**config.mk**
```make
export PLATFORM = sky130hd
export DESIGN_NAME = mem_port_arbiter
export DESIGN_NICKNAME = d
export VERILOG_FILES = /design/src/rtl/mem_port_arbiter.sv
export SDC_FILE = /design/constraint.sdc
export NUM_CORES = 1
export LEC_CHECK = 0
export CAP_MARGIN = 25
export CORE_ASPECT_RATIO = 0.7
export CORE_MARGIN = 2
export CORE_UTILIZATION = 46
export CTS_CLUSTER_SIZE = 14
export DETAILED_ROUTE_END_ITERATION = 8
export MAX_ROUTING_LAYER = met4
export PLACE_DENSITY_LB_ADDON = 0.05
export SLEW_MARGIN = 20
export SYNTH_ARGS = -nofsm -noshare
export SYNTH_HDL_FRONTEND = slang
export SYNTH_SLANG_ARGS = --single-unit
```
**constraint.sdc**
```tcl
create_clock -name clk -period 3.1 [get_ports clk]
set_input_delay 0.31 -clock clk [delete_from_list [all_inputs] [get_ports clk]]
set_output_delay 0.31 -clock clk [all_outputs]
set_load 0.02 [all_outputs]
```
**src/rtl/mem_port_arbiter.sv**
```systemverilog
// mem_port_arbiter: shares one memory between an instruction and a data port; define ARB_ROUND_ROBIN_EN for round-robin, otherwise data has fixed priority
module mem_port_arbiter #(
  parameter int ADDR_W    = 30,
  parameter int DATA_W    = 32,
  parameter int MEM_WORDS = 4096,
  parameter int MEM_LAT   = 1
) (
  input  logic              clk,
  input  logic              rst,
  input  logic              i_req,
  input  logic [ADDR_W-1:0] i_addr,
  output logic              i_ack,
  output logic [DATA_W-1:0] i_rdata,
  output logic              i_err,
  input  logic              d_req,
  input  logic              d_we,
  input  logic [ADDR_W-1:0] d_addr,
  input  logic [DATA_W-1:0] d_wdata,
  output logic              d_ack,
  output logic [DATA_W-1:0] d_rdata,
  output logic              d_err,
  output logic [ADDR_W-1:0] mem_addr,
  output logic [DATA_W-1:0] mem_wdata,
  output logic              mem_wren,
  output logic              mem_rren,
  output logic              mem_en,
  input  logic [DATA_W-1:0] mem_rdata,
  output logic              busy,
  output logic              owner
);
  localparam logic [1:0] IDLE  = 2'd0;
  localparam logic [1:0] ISSUE = 2'd1;
  localparam logic [1:0] WAIT  = 2'd2;
  localparam logic [1:0] DONE  = 2'd3;
  localparam logic [2:0] LAT_LAST = 3'(MEM_LAT - 1);
  logic [1:0]        state_q, state_d;
  logic [2:0]        cnt_q, cnt_d;
  logic              owner_q, owner_d, port_q, port_d, we_q, we_d;
  logic [ADDR_W-1:0] addr_q, addr_d;
  logic [DATA_W-1:0] wdata_q, wdata_d, i_rdata_q, d_rdata_q, rdata_v;
  logic              i_ack_q, d_ack_q, err_q, gnt, oor, issue, fin;
`ifdef ARB_ROUND_ROBIN_EN
  assign gnt = (i_req && d_req) ? ~owner_q : d_req;
`else
  assign gnt = d_req;
`endif
  assign oor       = 64'(addr_q) >= 64'(MEM_WORDS);
  assign issue     = state_q == ISSUE && !oor;
  assign fin       = state_q == WAIT && cnt_q == LAT_LAST;
  assign rdata_v   = (we_q || oor) ? '0 : mem_rdata;
  assign mem_en    = issue;
  assign mem_wren  = issue && we_q;
  assign mem_rren  = issue && !we_q;
  assign mem_addr  = addr_q;
  assign mem_wdata = wdata_q;
  assign busy      = state_q != IDLE;
  assign owner     = owner_q;
  assign i_ack     = i_ack_q;
  assign d_ack     = d_ack_q;
  assign i_err     = err_q && i_ack_q;
  assign d_err     = err_q && d_ack_q;
  assign i_rdata   = i_rdata_q;
  assign d_rdata   = d_rdata_q;
  // next state: grant and latch in IDLE, one strobe cycle, MEM_LAT wait cycles, one ack cycle
  always_comb begin
    state_d = state_q;
    cnt_d   = cnt_q;
    owner_d = owner_q;
    port_d  = port_q;
    we_d    = we_q;
    addr_d  = addr_q;
    wdata_d = wdata_q;
    unique case (state_q)
      IDLE: if (i_req || d_req) begin
        state_d = ISSUE;
        owner_d = gnt;
        port_d  = gnt;
        we_d    = gnt && d_we;
        addr_d  = gnt ? d_addr : i_addr;
        wdata_d = gnt ? d_wdata : '0;
      end
      ISSUE: begin
        state_d = WAIT;
        cnt_d   = '0;
      end
      WAIT: begin
        state_d = fin ? DONE : WAIT;
        cnt_d   = fin ? '0 : cnt_q + 3'd1;
      end
      default: state_d = IDLE;
    endcase
  end
  // FSM and latched transaction registers
  always_ff @(posedge clk) begin
    if (rst) begin
      state_q <= IDLE;
      cnt_q   <= '0;
      owner_q <= 1'b0;
      port_q  <= 1'b0;
      we_q    <= 1'b0;
      addr_q  <= '0;
      wdata_q <= '0;
    end else begin
      state_q <= state_d;
      cnt_q   <= cnt_d;
      owner_q <= owner_d;
      port_q  <= port_d;
      we_q    <= we_d;
      addr_q  <= addr_d;
      wdata_q <= wdata_d;
    end
  end
  // response registers: loaded on the last wait cycle so ack/err/rdata appear in DONE, rdata held until that port's next ack
  always_ff @(posedge clk) begin
    if (rst) begin
      i_ack_q   <= 1'b0;
      d_ack_q   <= 1'b0;
      err_q     <= 1'b0;
      i_rdata_q <= '0;
      d_rdata_q <= '0;
    end else begin
      i_ack_q <= fin && !port_q;
      d_ack_q <= fin && port_q;
      err_q   <= fin && oor;
      if (fin && !port_q) i_rdata_q <= rdata_v;
      if (fin && port_q) d_rdata_q <= rdata_v;
    end
  end
endmodule

```
Yosys cells after proc, flatten, opt, wreduce, memory -nomap -nowiden. Cells that the tools add are included.

Register bits: 136. Output and inout port bits: 135. Logic and storage cells: 44.

Add/subtract/negate cells: 1. Order comparisons: 1. Equality and inequality tests: 3. Mux-type cells: 8. Reductions and logical operators: 20.

Operators with widths (count): $mux 32 (2); $ge 30x13->1 const B (1); $mux 30 (1); $logic_and 1x1->1 (10); $pmux 2 s3 (1); $pmux 3 s2 (1); $reduce_bool 2->1 (2); $add 3x1->3 const B (1); $logic_not 1->1 (3); $logic_not 3->1 (1); $mux 3 (1); $eq 2x1->1 const B (1); $eq 2x2->1 const B (1); $logic_not 2->1 (1); $logic_or 1x1->1 (2); $mux 2 (1); $ne 2x2->1 const B (1); $reduce_and 2->1 (1); $mux 1 (1).

Depth between registers and ports, before layout.
Depth after elaboration: 4. Mapped depth: 7.

Worst setup path after synthesis. OpenSTA, ideal clock, no wires.

Kind: register to output. From: reg addr_q[20] (netlist: mem_addr[20]). To: out mem_rren. Arrival: 1.299 ns. Path slack: 1.491 ns. Stages on the path, launching flop included: 4. Path buffers: 0. Cell sequence: dfxtp_1 > nor4_2 > and2_2 > and4b_1.

Word-level cells in the longest chain between the ends: 4.

Ends and longest elaborated chain: from (decl) (line 39) `logic [ADDR_W-1:0] addr_q, addr_d;`; from (signal assigned) (line 109) `addr_q <= addr_d;`; $ge 30x13->1 (line 47) `assign oor = 64'(addr_q) >= 64'(MEM_WORDS);`; $logic_not 1->1 (line 48) `assign issue = state_q == ISSUE && !oor;`; $logic_and 1x1->1 (line 48); $logic_and 1x1->1 (line 53) `assign mem_rren = issue && !we_q;`; to (decl) (line 25) `output logic mem_rren,`.

Every way passes these cells.

Worst setup path in the final report.
From: reg addr_q[16] (netlist: mem_addr[16]). To: out mem_rren.

The elaborated chain is that of the path after synthesis.

==> flow_summary.json <==
{
  "core_area_um2": 13300,
  "finalWorstSetupSlack_ps": 562,
  "path_class": "reg2out",
  "firstDrtPassIters": 6,
  "fp.dieH_um": 102,
  "outcome": "completed",
  "synthesis.area_per_instance_um2": 10.3,
  "sequentialPowerShare": 0.323,
  "average_routed_wire_per_standard_cell_um": 17.6,
  "drc_violations_left": 0,
  "setup_viol": 0,
  "groute.layer.met1.usage": 0.309,
  "power.share.combinational": 0.359,
  "cap_viol_max_count": 0,
  "worstRegToRegCells": 5,
  "clock_tree_from_tritoncts": "built",
  "netlist.top_cell.by_area": "sky130_fd_sc_hd__dfxtp_1",
  "synth.ff_latch_count": 136,
  "grt_most_used_layer": "met2",
  "fin_skew_ps": 10.0,
  "clk-insertion-delay-late_ps": 410,
  "first_global_vias": 5482,
  "route.detailed.vias_per_inst": 5.43,
  "power.total_mw": 6.63,
  "initial_core_util": 0.474,
  "min_path_type": "in2reg",
  "grt_first_pass_wirelength_um": 28100,
  "final_critical_path_share_of_the_clock_period": 0.819,
  "clk_pin_slew_worst_paths_ps": 60,
  "drt_wl_total_um": 18200,
  "ir_drop_mv": 0.378,
  "synth_warnings": 0,
  "synthesis.nets": 743,
  "pin_count_of_the_biggest_net_entering_global_routing": 85,
  "worst_setup_path_start_kind": "flop",
  "part_of_the_yosys_area_used_for_sequential_elements": 0.433,
  "die_w_um": 144,
  "place_congestion": 0.794,
  "reg2reg_slack_ps": 950,
  "worst-endpoint-arrival_ps": 2230,
  "io_buffers": 263,
  "maxClockFrequency_ghz": 0.394,
  "dr.first_iter.drc_count": 291,
  "post-cts-setup-buffer-count": 0,
  "fillCellCount": 992,
  "overflow": 0,
  "n_antenna_cell": 0,
  "syn_area_um2": 6280,
  "netSwitchingPower_mw": 2.42,
  "clockBufferDepth": 2,
  "p_leak_nw": 3.62,
  "crit_path_max_fanout": 4,
  "grt.total_usage": 0.253,
  "met2_usage": 0.408,
  "synth-async-reset-ratio": 0,
  "htreeDepth": 4,
  "rows": 35,
  "met3_usage": 0.0714,
  "drive_above_1_share": 0.139,
  "final-max-slew-violation-count": 0,
  "pre_cts_ws_ps": 956,
  "hold_depth": 2,
  "synthFlopType": "sky130_fd_sc_hd__dfxtp_1",
  "synth_commonest_cells": "136 x sky130_fd_sc_hd__dfxtp_1, 65 x sky130_fd_sc_hd__nand3b_1, 64 x sky130_fd_sc_hd__o41ai_2, 38 x sky130_fd_sc_hd__a21oi_1, 38 x sky130_fd_sc_hd__nand2_1",
  "rsz0062_at_grt": "false",
  "cts_sinks": 136,
  "synth_edf_count": 0,
  "netlist_instances": 608,
  "hold_buffers": 0,
  "critical_path.endpoint_type": "output pin",
  "finalSetupTns_ps": 0,
  "maxSlewHeadroom": 0.306,
  "floorplan.io_pins": 264,
  "finalHoldViolCount": 0,
  "yosys.cell_count.top_type": "sky130_fd_sc_hd__dfxtp_1",
  "netSwitchingFraction": 0.364,
  "synth_top_cell_area_share": 0.433,
  "power.density_cell_area_nw_per_um2": 695,
  "cts_inserted_buffers": 17,
  "post_detailed_route_count_of_antenna_violating_nets": 0,
  "cellInternalPower_mw": 4.22,
  "area_growth_syn_to_layout_pct": 52.0,
  "worst_pin_slew_ps": 1040,
  "die_footprint_um2": 14600,
  "top_cells_by_area_in_the_synthesized_netlist": "sky130_fd_sc_hd__dfxtp_1 43%, sky130_fd_sc_hd__o41ai_2 17%, sky130_fd_sc_hd__nand3b_1 7.8%",
  "antenna_found_initial": 0,
  "clk_tree_root_cell": "sky130_fd_sc_hd__clkbuf_16",
  "power_frac_clock": 0.318,
  "timing.critical_path.required_ps": 2790,
  "finish.net_count": 970,
  "detailedPlacementHpwl_um": 12500,
  "finalWorstPathRequiredPeriod_ps": 2540,
  "post_cts.resized_instances": 0,
  "synth.distinct_cells": 36,
  "vias": 5606
}
path summary, 6_finish.rpt:
kind / from / endpoint
max: mem_addr[16] / mem_rren
min: rst / d_ack
max reg2reg: state_q[0] / i_rdata[0]
min reg2reg: mem_wdata[0] / mem_wdata[0]
worst max-delay path: stages, from the launching register on:
cell	delay, ps
sky130_fd_sc_hd__dfxtp_1	330
sky130_fd_sc_hd__nor4_2	430
sky130_fd_sc_hd__and2_2	270
sky130_fd_sc_hd__and4b_1	190
sky130_fd_sc_hd__clkdlybuf4s50_1	600
placed cells by master (no fill, tap or decap), types with 2 or more instances in the layout:
| master | instances |
|---|---|
| sky130_fd_sc_hd__nand3_1 | 34 |
| sky130_fd_sc_hd__and2_1 | 2 |
| sky130_fd_sc_hd__nand4b_1 | 2 |
| sky130_fd_sc_hd__nor4_1 | 2 |
| sky130_fd_sc_hd__nor2_1 | 34 |
| sky130_fd_sc_hd__clkbuf_16 | 17 |
| sky130_fd_sc_hd__buf_4 | 11 |
| sky130_fd_sc_hd__and3_1 | 2 |
| sky130_fd_sc_hd__clkbuf_8 | 4 |
| sky130_fd_sc_hd__ha_1 | 6 |
| sky130_fd_sc_hd__clkinv_2 | 3 |
| sky130_fd_sc_hd__bufinv_16 | 3 |
| sky130_fd_sc_hd__nand2_1 | 38 |
| sky130_fd_sc_hd__a211oi_1 | 31 |
| sky130_fd_sc_hd__a21oi_1 | 38 |
| sky130_fd_sc_hd__o21ai_0 | 2 |
| sky130_fd_sc_hd__dfxtp_1 | 136 |
| sky130_fd_sc_hd__clkinvlp_4 | 4 |
| sky130_fd_sc_hd__mux2i_1 | 31 |
| sky130_fd_sc_hd__nor4_2 | 2 |
| sky130_fd_sc_hd__nand3b_1 | 65 |
| sky130_fd_sc_hd__nand2b_1 | 32 |
| sky130_fd_sc_hd__inv_1 | 7 |
| sky130_fd_sc_hd__clkdlybuf4s50_1 | 261 |
| sky130_fd_sc_hd__o41ai_2 | 64 |
power by group through the flow:
stage,combinational [mW],clock (mW),sequential [mW]
2_1_floorplan,1.28,0,2.42
3_3_place_gp,2.29,0,2.16
3_5_place_dp,2.34,0,2.18
4_1_cts,2.35,2.14,2.14
5_1_grt,2.57,2.22,2.17
6_report,2.38,2.11,2.14
per-layer routing:
| metal | wire length [µm] | part of all wire |
|---|---|---|
| met1 | 7820 | 0.43 |
| met2 | 8730 | 0.48 |
| met3 | 1350 | 0.075 |
| met4 | 247 | 0.014 |
| met5 | 0 | 0 |
kinds of logic after synthesis:
logic type                 after synthesis  share of synthesized area
AOI/OAI and AO/OA                      139                      0.239
adders and majority gates                6                     0.0119
and+or+nand+nor                        222                      0.205
buffers and inverters                   74                     0.0611
DFF                                    136                      0.433
muxes                                   31                     0.0494
flip-flops by register name, indices dropped and copies added (netlist names):
register   count
d_ack          1
i_rdata       32
state_q        2
we_q           1
i_ack          1
err_q          1
mem_wdata     32
d_rdata       32
port_q         1
mem_addr      30
cnt_q          3
final cells by class:
type	count	area, µm²	share of cell area
Tap cell	185	231	0.0242
Multi-Input combinational cell	398	3200	0.335
Timing Repair Buffer	275	2750	0.288
Clock inverter	11	144	0.0151
Sequential cell	136	2720	0.285
Clock buffer	21	480	0.0503
Inverter	7	26.3	0.00275
per-stage QoR:
| step | hold WS [ps] | cell area [µm²] | std cells | utilization |
|---|---|---|---|---|
| floorplan | 445 | 6280 | 608 | - |
| global placement | 437 | 8900 | 1000 | 0.671 |
| detailed placement | 445 | 8900 | 1000 | 0.671 |
| CTS | 440 | 9520 | 1032 | 0.718 |
| global route | 471 | 9550 | 1033 | 0.720 |
| finish | 438 | 9550 | 1033 | 0.720 |
Note: power is estimated with default switching activity, not from simulation.
